==> src/rtl/rgb_stream_packer.sv <==
// Packs 24-bit RGB pixels, four at a time, into three little-endian 32-bit
// AXI4-Stream words, with sof/eol alignment and line-length checking.
module rgb_stream_packer #(
  parameter int COLOR_WIDTH  = 8,
  parameter int SCREEN_WIDTH = 640
) (
  input  logic                   aclk,
  input  logic                   areset,
  input  logic [COLOR_WIDTH-1:0] r,
  input  logic [COLOR_WIDTH-1:0] g,
  input  logic [COLOR_WIDTH-1:0] b,
  input  logic                   valid,
  input  logic                   sof,
  input  logic                   eol,
  output logic                   in_stream_ready,
  output logic [31:0]            out_stream_tdata,
  output logic [3:0]             out_stream_tkeep,
  output logic                   out_stream_tlast,
  output logic                   out_stream_tuser,
  output logic                   out_stream_tvalid,
  input  logic                   out_stream_tready,
  output logic                   err_sof_misalign,
  output logic                   err_eol_misalign,
  output logic                   err_line_length
);

  if (COLOR_WIDTH != 8) begin : g_bad_color_width
    $error("rgb_stream_packer: only COLOR_WIDTH = 8 is supported");
  end
  if ((SCREEN_WIDTH < 4) || (SCREEN_WIDTH % 4 != 0)) begin : g_bad_screen_width
    $error("rgb_stream_packer: SCREEN_WIDTH must be a multiple of 4 and at least 4");
  end

  localparam int CW = $clog2(SCREEN_WIDTH);

  typedef enum logic [1:0] {PH0, PH1, PH2, PH3} phase_t;

  phase_t        r_phase;
  phase_t        w_phase_nxt;
  phase_t        w_phase_eff;
  logic [23:0]   w_pix;
  logic          w_acc;
  logic          w_emit;
  logic [31:0]   w_word;
  logic [23:0]   w_resid_nxt;
  logic          w_sof_pend_eff;
  logic [CW-1:0] w_cnt_eff;

  logic [23:0]   r_residual;
  logic [CW-1:0] r_cnt;
  logic          r_sof_pending;
  logic [31:0]   r_tdata;
  logic          r_tlast;
  logic          r_tuser;
  logic          r_tvalid;
  logic          r_err_sof;
  logic          r_err_eol;
  logic          r_err_len;

  assign w_pix           = {r, g, b};
  assign in_stream_ready = !r_tvalid || out_stream_tready;
  assign w_acc           = valid && in_stream_ready;

  // A sof pixel restarts packing: any partial residual is abandoned and
  // the pixel is handled as phase 0 of a fresh line.
  assign w_phase_eff    = sof ? PH0 : r_phase;
  assign w_sof_pend_eff = sof || r_sof_pending;
  assign w_cnt_eff      = sof ? '0 : r_cnt;

  always_ff @(posedge aclk) begin
    if (areset) r_phase <= PH0;
    else        r_phase <= w_phase_nxt;
  end

  always_comb begin
    w_phase_nxt = r_phase;
    if (w_acc) begin
      if (eol) begin
        w_phase_nxt = PH0;
      end else begin
        case (w_phase_eff)
          PH0:     w_phase_nxt = PH1;
          PH1:     w_phase_nxt = PH2;
          PH2:     w_phase_nxt = PH3;
          default: w_phase_nxt = PH0;
        endcase
      end
    end
  end

  always_comb begin
    w_emit      = 1'b0;
    w_word      = '0;
    w_resid_nxt = r_residual;
    if (w_acc) begin
      case (w_phase_eff)
        PH0: begin
          if (eol) begin
            w_emit = 1'b1;
            w_word = {8'h00, w_pix};
          end else begin
            w_resid_nxt = w_pix;
          end
        end
        PH1: begin
          w_emit = 1'b1;
          w_word = {w_pix[7:0], r_residual};
          if (!eol) w_resid_nxt[15:0] = w_pix[23:8];
        end
        PH2: begin
          w_emit = 1'b1;
          w_word = {w_pix[15:0], r_residual[15:0]};
          if (!eol) w_resid_nxt[7:0] = w_pix[23:16];
        end
        default: begin
          w_emit = 1'b1;
          w_word = {w_pix, r_residual[7:0]};
        end
      endcase
    end
  end

  always_ff @(posedge aclk) begin
    if (areset) begin
      r_residual    <= '0;
      r_cnt         <= '0;
      r_sof_pending <= 1'b0;
      r_tdata       <= '0;
      r_tlast       <= 1'b0;
      r_tuser       <= 1'b0;
      r_tvalid      <= 1'b0;
      r_err_sof     <= 1'b0;
      r_err_eol     <= 1'b0;
      r_err_len     <= 1'b0;
    end else begin
      if (w_acc) begin
        r_residual    <= w_resid_nxt;
        r_sof_pending <= w_emit ? 1'b0 : w_sof_pend_eff;
        r_cnt         <= eol ? '0 : w_cnt_eff + CW'(1);
        if (sof && (r_phase != PH0))                   r_err_sof <= 1'b1;
        if (eol && (w_phase_eff != PH3))               r_err_eol <= 1'b1;
        if (eol && (w_cnt_eff != CW'(SCREEN_WIDTH-1))) r_err_len <= 1'b1;
      end
      // A new word may replace one that is handshaking on this same edge.
      if (w_emit) begin
        r_tdata  <= w_word;
        r_tlast  <= eol;
        r_tuser  <= w_sof_pend_eff;
        r_tvalid <= 1'b1;
      end else if (r_tvalid && out_stream_tready) begin
        r_tvalid <= 1'b0;
      end
    end
  end

  assign out_stream_tdata  = r_tdata;
  assign out_stream_tkeep  = 4'hF;
  assign out_stream_tlast  = r_tlast;
  assign out_stream_tuser  = r_tuser;
  assign out_stream_tvalid = r_tvalid;
  assign err_sof_misalign  = r_err_sof;
  assign err_eol_misalign  = r_err_eol;
  assign err_line_length   = r_err_len;

endmodule

==> config.mk <==
export PLATFORM = sky130hd
export DESIGN_NAME = rgb_stream_packer
export DESIGN_NICKNAME = d
export VERILOG_FILES = /design/src/rtl/rgb_stream_packer.sv
export SDC_FILE = /design/constraint.sdc
export NUM_CORES = 1
export LEC_CHECK = 0
export BUFFER_PORTS_ARGS = -buffer_cell sky130_fd_sc_hd__clkbuf_2
export CAP_MARGIN = 5
export CORE_ASPECT_RATIO = 1.2
export CORE_MARGIN = 2
export CORE_UTILIZATION = 45
export CTS_CLUSTER_DIAMETER = 60
export DETAILED_ROUTE_END_ITERATION = 12
export GPL_TIMING_DRIVEN = 0
export PLACE_DENSITY = 0.75
export SLEW_MARGIN = 25
export SYNTH_ARGS = -nofsm -noshare
export SYNTH_HDL_FRONTEND = slang
export SYNTH_SLANG_ARGS = --single-unit
==> constraint.sdc <==
create_clock -name aclk -period 2.1 [get_ports aclk]
set_input_delay 0.21 -clock aclk [delete_from_list [all_inputs] [get_ports aclk]]
set_output_delay 0.21 -clock aclk [all_outputs]
set_load 0.01 [all_outputs]
; ---- Word-level counts from Yosys, hierarchy flattened
; Cells that the tools add are included.
[word_totals]
ff_bits = 75
latch_bits = 0
mem_bits_rw = 0
romBits = 0
input_bits = 30
out_inout_bits = 43
wordCells = 60
n_memories = 0
[op_classes]
n_addsub = 1
mul = 0
div_mod_pow = 0
order_cmp = 0
eq_ne = 7
shifts = 0
mux = 19
n_bitwise = 1
n_reduce_logical = 19
[ops]
columns = cell, count
row1 = 32-bit case mux with 3 select lines, 1
row2 = 16-bit two-way mux, 2
row3 = 32-bit two-way mux, 1
row4 = 24-bit two-way mux, 1
row5 = 8-bit case mux with 3 select lines, 1
row6 = 10-bit two-way mux, 2
row7 = 8-bit case mux with 2 select lines, 1
row8 = "10-bit by 1-bit adder with 10-bit output, second input constant", 1
row9 = "10-bit inequality test, second input constant", 1
row10 = 8-bit two-way mux, 1
row11 = "2-bit inequality test, second input constant", 4
row12 = 1-bit two-way mux, 6
row13 = 2-bit case mux with 3 select lines, 1
row14 = 2-bit AND reduction, 3
row15 = 2-bit nonzero test, 3
row16 = 1-bit logical AND, 5
row17 = 5-bit AND reduction, 1
row18 = 2-bit two-way mux, 2
row19 = 4-bit AND reduction, 1
row20 = 3-bit AND reduction, 1
row21 = 3-bit nonzero test, 1
row22 = "2-bit by 1-bit equality test with 1-bit output, second input constant", 1
row23 = "2-bit equality test, second input constant", 1
row24 = 2-bit zero test, 1
row25 = other kinds (3), 4

; ---- Depth between registers and ports, before layout
[depth]
ltp_word = 5
depth_mapped = 11
mapped_depth_nobuf = 8

; ---- Worst setup path after synthesis
; No wires, ideal clock.
[synth_timing]
path_kind = input to register
start = in sof
end = reg r_tdata[7] (netlist: out_stream_tdata[7])
setup_ps = 132
arrival_time_ps = 1751
required_time_ps = 1968
setup_slack_ps = 218
path_stages = 11
path_buffers = 3
cell_sequence = buf_6 > inv_1 > nand2_1 > inv_1 > ha_1 > clkbuf_1 > clkinv_1 > and2_1 > buf_2 > a221oi_1 > nor3_1
[synth_via]
elab_chain_cells = 4
elab_cells_between_ends = 8
classes_between = eq/ne (2) / mux (5) / reduce/logical (1)
[synth_rtl]
columns = item, line_no
row1 = "start, declared", 13  ; input logic sof,
row2 = 2-bit two-way mux *, 66  ; assign w_phase_eff = sof ? PH0 : r_phase;
row3 = "2-bit equality test, or another cell as far along", 96  ; case (w_phase_eff)
row4 = 32-bit case mux with 3 select lines / 1-bit two-way mux (equally long branches), 96
row5 = 32-bit two-way mux / 1-bit two-way mux (equally long branches), 95  ; if (w_acc) begin
row6 = "end signal, assigned", 146  ; r_tdata <= w_word;
row7 = "end, declared", 52  ; logic [31:0] r_tdata;
; Every way passes the cells marked *; elsewhere a longest branch is shown, timed or not.
; A chain may end at the register's enable or synchronous reset.

; ---- Worst setup path in the final report
[layout_timing]
start = reg r_phase[0]
end = reg r_residual[14]
[layout_via]
elab_chain_cells = 4
elab_cells_between_ends = 8
classes_between = eq/ne (3) / mux (2) / reduce/logical (3)
[layout_rtl]
columns = item, line_no
row1 = "start, declared", 38  ; phase_t r_phase;
row2 = "start signal, assigned", 72  ; else r_phase <= w_phase_nxt;
row3 = 2-bit two-way mux *, 66
row4 = 2-bit by 1-bit equality test with 1-bit output / 2-bit zero test (equally long branches), 96
row5 = 2-bit inequality test (no line) / 2-bit nonzero test (equally long branches), n/a
row6 = 4-bit AND reduction (no line), n/a
row7 = "end signal, assigned", 137  ; r_residual <= w_resid_nxt;
row8 = "end, declared", 49  ; logic [23:0] r_residual;
; Marked as above.

==> summary.txt <==
Run status
  – Outcome: finished clean

Finish
  – Util after Layout: 54.8%
  – Fill cell count: 765
  – Diode count: 0
  – Share of layout cells above drive strength 1: 22.7%
  – # nets final: 550
  – Area delta synth->final: 18.9%

Synth
  – Most frequent cell after synthesis: dfxtp_1
  – Most area-consuming cells after synthesis: dfxtp_1 40%, mux2i_1 6.4%, a21oi_1 5.5%
  – Syn_area_per_cell: 8.51 um^2
  – Sequential area share after synthesis: 40.2%
  – Largest area contributor in the netlist: dfxtp_1
  – Post-synth EDFFs: 0
  – Synth warn: 0
  – Library cells used by synthesis: 50
  – Cell Area, Synth: 0.00374 mm^2
  – Yosys reg bits: 75
  – Mapped Cells: 439
  – Synth top cells by count: 75 x dfxtp_1, 51 x nor2_1, 41 x a21oi_1
  – Async set or reset register ratio after synthesis: 0%
  – Synth top area share: 40.2%
  – Top_reg_cell synth: dfxtp_1

GRT
  – Initial antenna violation count: 0
  – Vias in the first global route: 3,582
  – Grt total ovfl: 0
  – Total GRT Usage: 25.1%
  – Largest net degree at the start of global routing: 13
  – First-pass GRT wire length: 17.9 mm

Route
  – Wire per inst: 18.2 um
  – Routed vias: 3,753
  – DR pass1 iterations: 6
  – ANT nets after route: 0
  – # DRC: 0
  – Initial DRC count: 326
  – Vias per Instance: 6.10
  – Final wirelength: 11.2 mm

Placement
  – Gpl congestion: 0.963
  – Port bufs: 65
  – Hpwl dp: 8.03 mm

Critical path
  – Setup crit start kind: flop
  – Crit path max fanout: 10
  – Critical Path AT: 2220 ps
  – Worst Setup End Kind: flop
  – Worst setup path class: reg2reg
  – Req. time, crit path: 2360 ps

STA
  – Hold Worst Slack: 179 ps
  – Final setup vio count: 0
  – Crit path time final: 1960 ps
  – Worst slew pin tran: 662 ps
  – Fin. max-slew vios: 0
  – Clk_skew: 10.8 ps
  – Post-route clock period utilization: 93.5%
  – Slew margin rel.: 55.9%
  – Hold Vio Cnt, Final: 0
  – F_max: 509 MHz

Clock tree
  – Clock tree root driver cell: clkbuf_8
  – CTS Hold Bufs: 0
  – H-Tree Level Count: 3
  – TritonCTS Sinks: 75
  – Worst-Skew Late Latency: 350 ps
  – Clk buf depth: 2
  – CTS tree: built
  – Clk slew on worst S/H paths: 80 ps
  – CTS Buf Count: 9

Hold path
  – Hold WC Path Type: in2reg

Run
  – Max-Cap Viols: 0

Floorplan
  – Ports: 73
  – DIE AREA: 0.00905 mm^2
  – FP Rows: 36
  – Core area: 0.00811 mm^2
  – Die W: 87.2 um
  – Starting Density: 46.1%
  – Die H: 104 um

Power and ir drop
  – VDD IR-drop max: 0.338 mV
  – PD cells: 729 mW/mm^2
  – Leak: 1.79 nW
## registers in the layout, indices dropped and copies added, names as in the netlist
| signal | cells |
|---|---|
| out_stream_tdata | 32 |
| r_residual | 24 |
| r_cnt | 10 |
| r_phase | 2 |
| err_eol_misalign | 1 |
| err_line_length | 1 |
| err_sof_misalign | 1 |
| out_stream_tlast | 1 |
| out_stream_tuser | 1 |
| out_stream_tvalid | 1 |
| r_sof_pending | 1 |
## where the power goes
part           switching (mW)  internal (mW)  total, mW
registers              0.0345           1.49       1.52
clock network           0.526          0.733       1.26
logic                   0.284          0.179      0.463
total                   0.845           2.40       3.24
## layer usage
| layer | vias up | track usage (%) | share of wire [%] |
|---|---|---|---|
| met5 | - | 0 | 0 |
| met2 | 202 | 39.4 | 47 |
| met1 | 1745 | 31.6 | 40 |
| li1 | 1768 | - | - |
| met3 | 38 | 6.29 | 8.8 |
| met4 | 0 | 12.5 | 4.2 |
## cell families (layout without fill, tap and decap cells)
kind of cell               Yosys count  count (layout)  share of synthesized area, %
adders and majority gates            5               5                          1.67
and+or+nand+nor                    145             145                          19.2
muxes                               24              24                          6.43
buffers and inverters               52             130                          6.49
DFF                                 75              75                          40.2
other                                1               4                         0.100
xor gates and xnor gates             1               1                         0.234
AOI/OAI and AO/OA                  136             136                          25.7
## area by class of cell
cell class	instances	area [um^2]	share of cell area (%)
clock buffer	12	155	3.49
multi-input combinational	315	2030	45.6
sequential	75	1500	33.8
tap	95	119	2.67
inverter	7	27.5	0.619
buffer	41	209	4.70
clock inverter	4	72.6	1.63
timing repair buffer	66	333	7.49
## metrics by stage
stage                     setup WS, ps  total power, mW  TNS [ps]  std cells  cell area, um^2
after floorplan                    218             1.83         0        442             3750
after global placement            -280             1.99     -5100        602             4190
after detailed placement          -258             2.00     -5650        602             4190
after CTS                         8.82             3.25         0        617             4430
after global routing             -5.97             3.37     -5.97        615             4440
final                              136             3.24         0        615             4440
## path summary, 6_finish.rpt
path              depth (start not counted)  slack [ps]            start               to
setup / recovery                          8         140       r_phase[0]   r_residual[14]
hold / removal                            3         180             r[5]   r_residual[21]
setup reg to reg                          8         140       r_phase[0]   r_residual[14]
hold reg to reg                           2         450  err_line_length  err_line_length
## critical path: stages, from the launching register on
cell,delay [ps]
dfxtp_1,360
nand2_1,110
inv_1,120
ha_2,320
nor2_1,120
nor4_4,330
buf_4,240
nor2_1,50
a211oi_1,210
## layout by cell type, fill, tap and decap left out, drive strengths merged, types with 11 or more instances in the layout
cell type and instances:
nor2 51, a221o 16, a21oi 41, nor3 11, dfxtp 75, o211ai 17, buf 21, nand2 36
mux2i 24, o21ai 13, clkbuf 98
## what timing repair did
action,CTS,global route
resized for setup,3,16
endpoints found under the setup margin,28,47
cloned,0,0
hold endpoints to repair,0,0
setup buffers,1,0
pin swaps,1,1
Power figures use the tool's default switching activity.
